## config.mk

```make
export PLATFORM = sky130hd
export DESIGN_NAME = board_id_reader
export DESIGN_NICKNAME = d
export VERILOG_FILES = /design/src/rtl/board_id_reader.sv
export SDC_FILE = /design/constraint.sdc
export NUM_CORES = 1
export LEC_CHECK = 0
export BUFFER_PORTS_ARGS = -buffer_cell sky130_fd_sc_hd__buf_4
export CAP_MARGIN = 20
export CORE_ASPECT_RATIO = 0.75
export CORE_UTILIZATION = 42
export CTS_BUF_LIST = sky130_fd_sc_hd__clkbuf_4
export CTS_CLUSTER_DIAMETER = 40
export DETAILED_ROUTE_END_ITERATION = 6
export HOLD_SLACK_MARGIN = 0.15
export PLACE_DENSITY = 0.61
export SLEW_MARGIN = 20
export SYNTH_ARGS = -nofsm -noshare
export SYNTH_HDL_FRONTEND = slang
export SYNTH_SLANG_ARGS = --single-unit
```

## constraint.sdc

```tcl
create_clock -name s_axi_aclk -period 3.84 [get_ports s_axi_aclk]
set_input_delay 0.576 -clock s_axi_aclk [delete_from_list [all_inputs] [get_ports s_axi_aclk]]
set_output_delay 0.576 -clock s_axi_aclk [all_outputs]
set_load 0.02 [all_outputs]
```

## src/rtl/board_id_reader.sv

```systemverilog
// board_id_reader: scans board type/revision straps from a 74HC165 chain and presents debounced values
module board_id_reader #(
  parameter int C_BOARD_TYPE_WIDTH = 4,
  parameter int C_BOARD_REV_WIDTH  = 4,
  parameter int C_SCLK_DIV         = 8,
  parameter int C_REFRESH_CYCLES   = 1000000
) (
  input  logic                          s_axi_aclk,
  input  logic                          s_axi_aresetn,
  output logic                          id_load_n,
  output logic                          id_sclk,
  input  logic                          id_sdata,
  input  logic                          rescan,
  output logic [C_BOARD_TYPE_WIDTH-1:0] board_type,
  output logic [C_BOARD_REV_WIDTH-1:0]  board_rev,
  output logic                          id_valid,
  output logic                          id_mismatch,
  output logic                          busy
);
  localparam int N  = C_BOARD_TYPE_WIDTH + C_BOARD_REV_WIDTH;
  localparam int CW = $clog2(C_SCLK_DIV);
  localparam int BW = $clog2(N);
  localparam int DW = $clog2(C_REFRESH_CYCLES + 1);
  typedef enum logic [2:0] {IDLE, LOAD, SETTLE, SHIFT, COMPARE} state_e;
  state_e          state_q, state_d;
  logic [CW-1:0]   cnt_q, cnt_d;
  logic [BW-1:0]   bit_q, bit_d;
  logic            ph_q, ph_d;
  logic [N-1:0]    shift_q, shift_d, prev_q, prev_d, out_q, out_d;
  logic            prev_ok_q, prev_ok_d;
  logic [DW-1:0]   dwell_q, dwell_d;
  logic [1:0]      sync_q;
  logic            load_n_q, load_n_d;
  logic            valid_q, valid_d, mism_q, mism_d;
  logic            cnt_end;
  assign cnt_end     = cnt_q == CW'(C_SCLK_DIV - 1);
  assign id_load_n   = load_n_q;
  assign id_sclk     = ph_q;
  assign busy        = state_q != IDLE;
  assign board_type  = out_q[N-1 -: C_BOARD_TYPE_WIDTH];
  assign board_rev   = out_q[C_BOARD_REV_WIDTH-1:0];
  assign id_valid    = valid_q;
  assign id_mismatch = mism_q;
  // Next-state logic: scan sequencing, bit capture and compare/debounce decision
  always_comb begin
    state_d   = state_q;
    cnt_d     = cnt_q;
    bit_d     = bit_q;
    ph_d      = ph_q;
    shift_d   = shift_q;
    prev_d    = prev_q;
    prev_ok_d = prev_ok_q;
    dwell_d   = dwell_q;
    out_d     = out_q;
    valid_d   = valid_q;
    mism_d    = 1'b0;
    case (state_q)
      IDLE: begin
        dwell_d = dwell_q - DW'(1);
        if (rescan || dwell_q == DW'(1)) state_d = LOAD;
      end
      LOAD: begin
        cnt_d   = cnt_end ? '0 : cnt_q + CW'(1);
        state_d = cnt_end ? SETTLE : LOAD;
      end
      SETTLE: begin
        cnt_d   = cnt_end ? '0 : cnt_q + CW'(1);
        state_d = cnt_end ? SHIFT : SETTLE;
        bit_d   = '0;
      end
      SHIFT: begin
        cnt_d = cnt_end ? '0 : cnt_q + CW'(1);
        if (cnt_end) begin
          ph_d = !ph_q;
          if (!ph_q) shift_d = {shift_q[N-2:0], sync_q[1]};
          else if (bit_q == BW'(N - 1)) state_d = COMPARE;
          else bit_d = bit_q + BW'(1);
        end
      end
      COMPARE: begin
        state_d   = IDLE;
        dwell_d   = DW'(C_REFRESH_CYCLES);
        prev_d    = shift_q;
        prev_ok_d = 1'b1;
        out_d     = (prev_ok_q && shift_q == prev_q) ? shift_q : out_q;
        valid_d   = valid_q | (prev_ok_q && shift_q == prev_q);
        mism_d    = prev_ok_q && shift_q != prev_q;
      end
      default: state_d = IDLE;
    endcase
    load_n_d = state_d != LOAD;
  end
  // State and datapath registers; outputs come straight from flops so the chain sees clean strobes
  always_ff @(posedge s_axi_aclk or negedge s_axi_aresetn) begin
    if (!s_axi_aresetn) begin
      state_q   <= IDLE;
      cnt_q     <= '0;
      bit_q     <= '0;
      ph_q      <= 1'b0;
      shift_q   <= '0;
      prev_q    <= '0;
      prev_ok_q <= 1'b0;
      dwell_q   <= DW'(1);
      out_q     <= '0;
      valid_q   <= 1'b0;
      mism_q    <= 1'b0;
      load_n_q  <= 1'b1;
      sync_q    <= '0;
    end else begin
      state_q   <= state_d;
      cnt_q     <= cnt_d;
      bit_q     <= bit_d;
      ph_q      <= ph_d;
      shift_q   <= shift_d;
      prev_q    <= prev_d;
      prev_ok_q <= prev_ok_d;
      dwell_q   <= dwell_d;
      out_q     <= out_d;
      valid_q   <= valid_d;
      mism_q    <= mism_d;
      load_n_q  <= load_n_d;
      sync_q    <= {sync_q[0], id_sdata};
    end
  end
endmodule

```

==> impl_metrics.json <==
{
  "status": "completed",
  "dieArea_mm2": 0.006861,
  "start_kind": "register",
  "drv_slew": 0,
  "setup_tns_ns": 0,
  "finalInstanceArea_mm2": 0.003055,
  "ctsResizeCount": 0,
  "synth_fp_nets": 259,
  "yosysTopAreaCell": "dfrtp_1",
  "io_pins": 17,
  "track_usage": 0.1731,
  "synth_top_area_share": 0.5292,
  "fp-row-count": 25,
  "drtPass1Iterations": 6,
  "tightest_slew_ns": 0.7394,
  "fin_nets": 275,
  "grt_pass1_wl_um": 8797,
  "cts_tree": "done",
  "synth_flop_cell": "dfrtp_1",
  "max_cap_violations": 0,
  "holdBufCountCts": 0,
  "min_period_ns": 2.304,
  "dr_total_vias": 1873,
  "gr-total-overflow": 0,
  "die_h_um": 71.99,
  "die_width_um": 95.31,
  "dpl_cell_area_mm2": 0.002915,
  "p_leak_nw": 1.340,
  "yosysWarningCount": 0,
  "finalClockSkew_ns": 0.01499,
  "synthesis.area_mm2": 0.002743,
  "setup_viol_count_final": 0,
  "fp.coreArea_mm2": 0.006319,
  "rsz0062_at_grt": "false",
  "start_util": 0.4341,
  "portBuffers": 16,
  "ys_top_cells_by_count": "58 x dfrtp_1, 33 x nand2_1, 20 x mux2_2",
  "n_fill_cell": 598,
  "drtAntennaViolNets": 0,
  "regToRegSetupSlack_ns": 1.54,
  "diodes": 0,
  "synth_area_leaders": "dfrtp_1 53%, mux2_2 8.2%, nand2_1 4.5%",
  "p_per_area_mw_per_mm2": 517.9,
  "regToRegStartpoint": "state_q[0]$_DFF_PN0_",
  "post_cts_buffers": 0,
  "antenna_found_initial": 0,
  "synthCells": 249,
  "drt_iter0_markers": 101,
  "hp-class": "in2async",
  "crit_type": "reg2out",
  "vias_per_cell": 5.336,
  "async_reset_ff_frac": 1.000,
  "clk_pin_slew_ns": 0.11,
  "ys_types": 37,
  "synth.most_common_cell": "dfrtp_1",
  "met1_length_um": 2752,
  "clkSinkCount": 60,
  "arrival_ns": 1.73,
  "fmax_mhz": 434.1,
  "cp_max_fo": 10,
  "remaining_drc_errors": 0,
  "drive_above_1_share": 0.2481,
  "cts_buffer_depth": 2,
  "gp_congestion": 0.7517,
  "top_layer_used": "met4",
  "wl_per_cell_um": 14.61,
  "period_share": 0.5999,
  "ys_seq_elements": 60,
  "hold_violations": 0,
  "dr_wl_met2_um": 2187,
  "r2r_end": "dwell_q[17]$_DFFE_PN0P_",
  "synth.avg_cell_area_um2": 11.01,
  "grt_pass1_vias": 1783,
  "syn_to_final_growth_pct": 11.41,
  "required_ns": 3.26,
  "yosysSeqAreaShare": 0.5484,
  "worst_skew_pair.late_latency_ns": 0.39,
  "cts_buffers": 9,
  "synth-edff-count": 0,
  "ir_drop_uv": 316.7,
  "dr_wl_met3_um": 166,
  "grt_max_degree": 61,
  "end_kind": "output pin",
  "drt-total-wl_um": 5127,
  "root_buffer": "clkbuf_4",
  "htreeDepth": 3,
  "dp_hpwl_um": 3424,
  "reg2reg_depth": 4,
  "slew_headroom": 0.5071
}
-- worst max-delay path by stage --
stage	start	slack [ns]	end	cells past startpoint
3_3_place_gp	cnt_q[0]$_DFFE_PN0P_	1.56	shift_q[5]$_DFFE_PN0P_	5
6_report	state_q[0]$_DFF_PN0_	1.54	busy	3
3_5_place_dp	cnt_q[0]$_DFFE_PN0P_	1.45	shift_q[6]$_DFFE_PN0P_	5
4_1_cts	cnt_q[0]$_DFFE_PN0P_	1.43	shift_q[6]$_DFFE_PN0P_	5
5_1_grt	state_q[0]$_DFF_PN0_	1.40	busy	3
2_1_floorplan	dwell_q[2]$_DFFE_PN0P_	1.68	dwell_q[17]$_DFFE_PN0P_	6
-- layout by cell type (no fill, tap or decap), drive strengths merged, types with 11 or more instances in the layout --
master and count:
a21oi 12, nand2 33, or4 13, mux2 20, buf 17, nor2 14
dfrtp 58, clkbuf 11
-- area by class of cell --
type,count,area (µm²),area share
timing repair buffer,17,127.6,0.04177
inverter,4,15.01,0.004914
clock inverter,5,52.55,0.01720
multi-input combinational,173,1172,0.3837
sequential,60,1504,0.4922
tap,81,101.3,0.03317
clock buffer,11,82.58,0.02703
-- power by group --
part           total [W]  switching (W)  internal, W
sequential      0.000842       0.000115     0.000727
clock           0.000435       0.000225     0.000210
combinational   0.000305       0.000147     0.000158
-- sequential cells by signal, summed over array words and instances, names as in the netlist --
signal       flops
cnt_q            3
out_q            8
bit_q            3
shift_q          8
id_sclk          1
prev_ok_q        1
dwell_q         20
id_mismatch      1
id_valid         1
id_load_n        1
state_q          3
prev_q           8
sync_q           2
-- per-layer routing --
metal  vias up  track usage
met2        21       0.2270
met3         2      0.06184
met1       922       0.2600
met5         -            0
met4         0      0.06061
li1        928            -
-- critical path, stage by stage (launching register included) --
cell,delay (ns)
dfrtp_1,0.49
nor2_1,0.45
nand2_1,0.20
buf_4,0.20
-- metrics by stage --
stage          instances  worst slack, ns  total power (W)  hold WS (ns)  utilization
6_report             351            1.536         0.001582        0.2261       0.4836
5_1_grt              351            1.398         0.001691        0.2409       0.4836
4_1_cts              351            1.431         0.001599        0.2481       0.4828
3_5_place_dp         335            1.449         0.001161        0.3405       0.4614
3_3_place_gp         335            1.563         0.001147        0.3354       0.4614
2_1_floorplan        249            1.676         0.001070        0.2804            -
-- kinds of logic (layout without fill, tap and decap cells) --
logic type / count (synthesis) / after routing / synth area share
adder cells (fa/ha/maj): 6 / 6 / 0.02737
buffers and inverters: 16 / 37 / 0.02600
XOR/XNOR: 10 / 10 / 0.03194
AND/OR/NAND/NOR: 97 / 97 / 0.1884
flip-flops: 60 / 60 / 0.5484
AO/OA/AOI/OAI: 39 / 39 / 0.09215
multiplexers: 21 / 21 / 0.08577
Note: power is estimated with default switching activity, not from simulation.
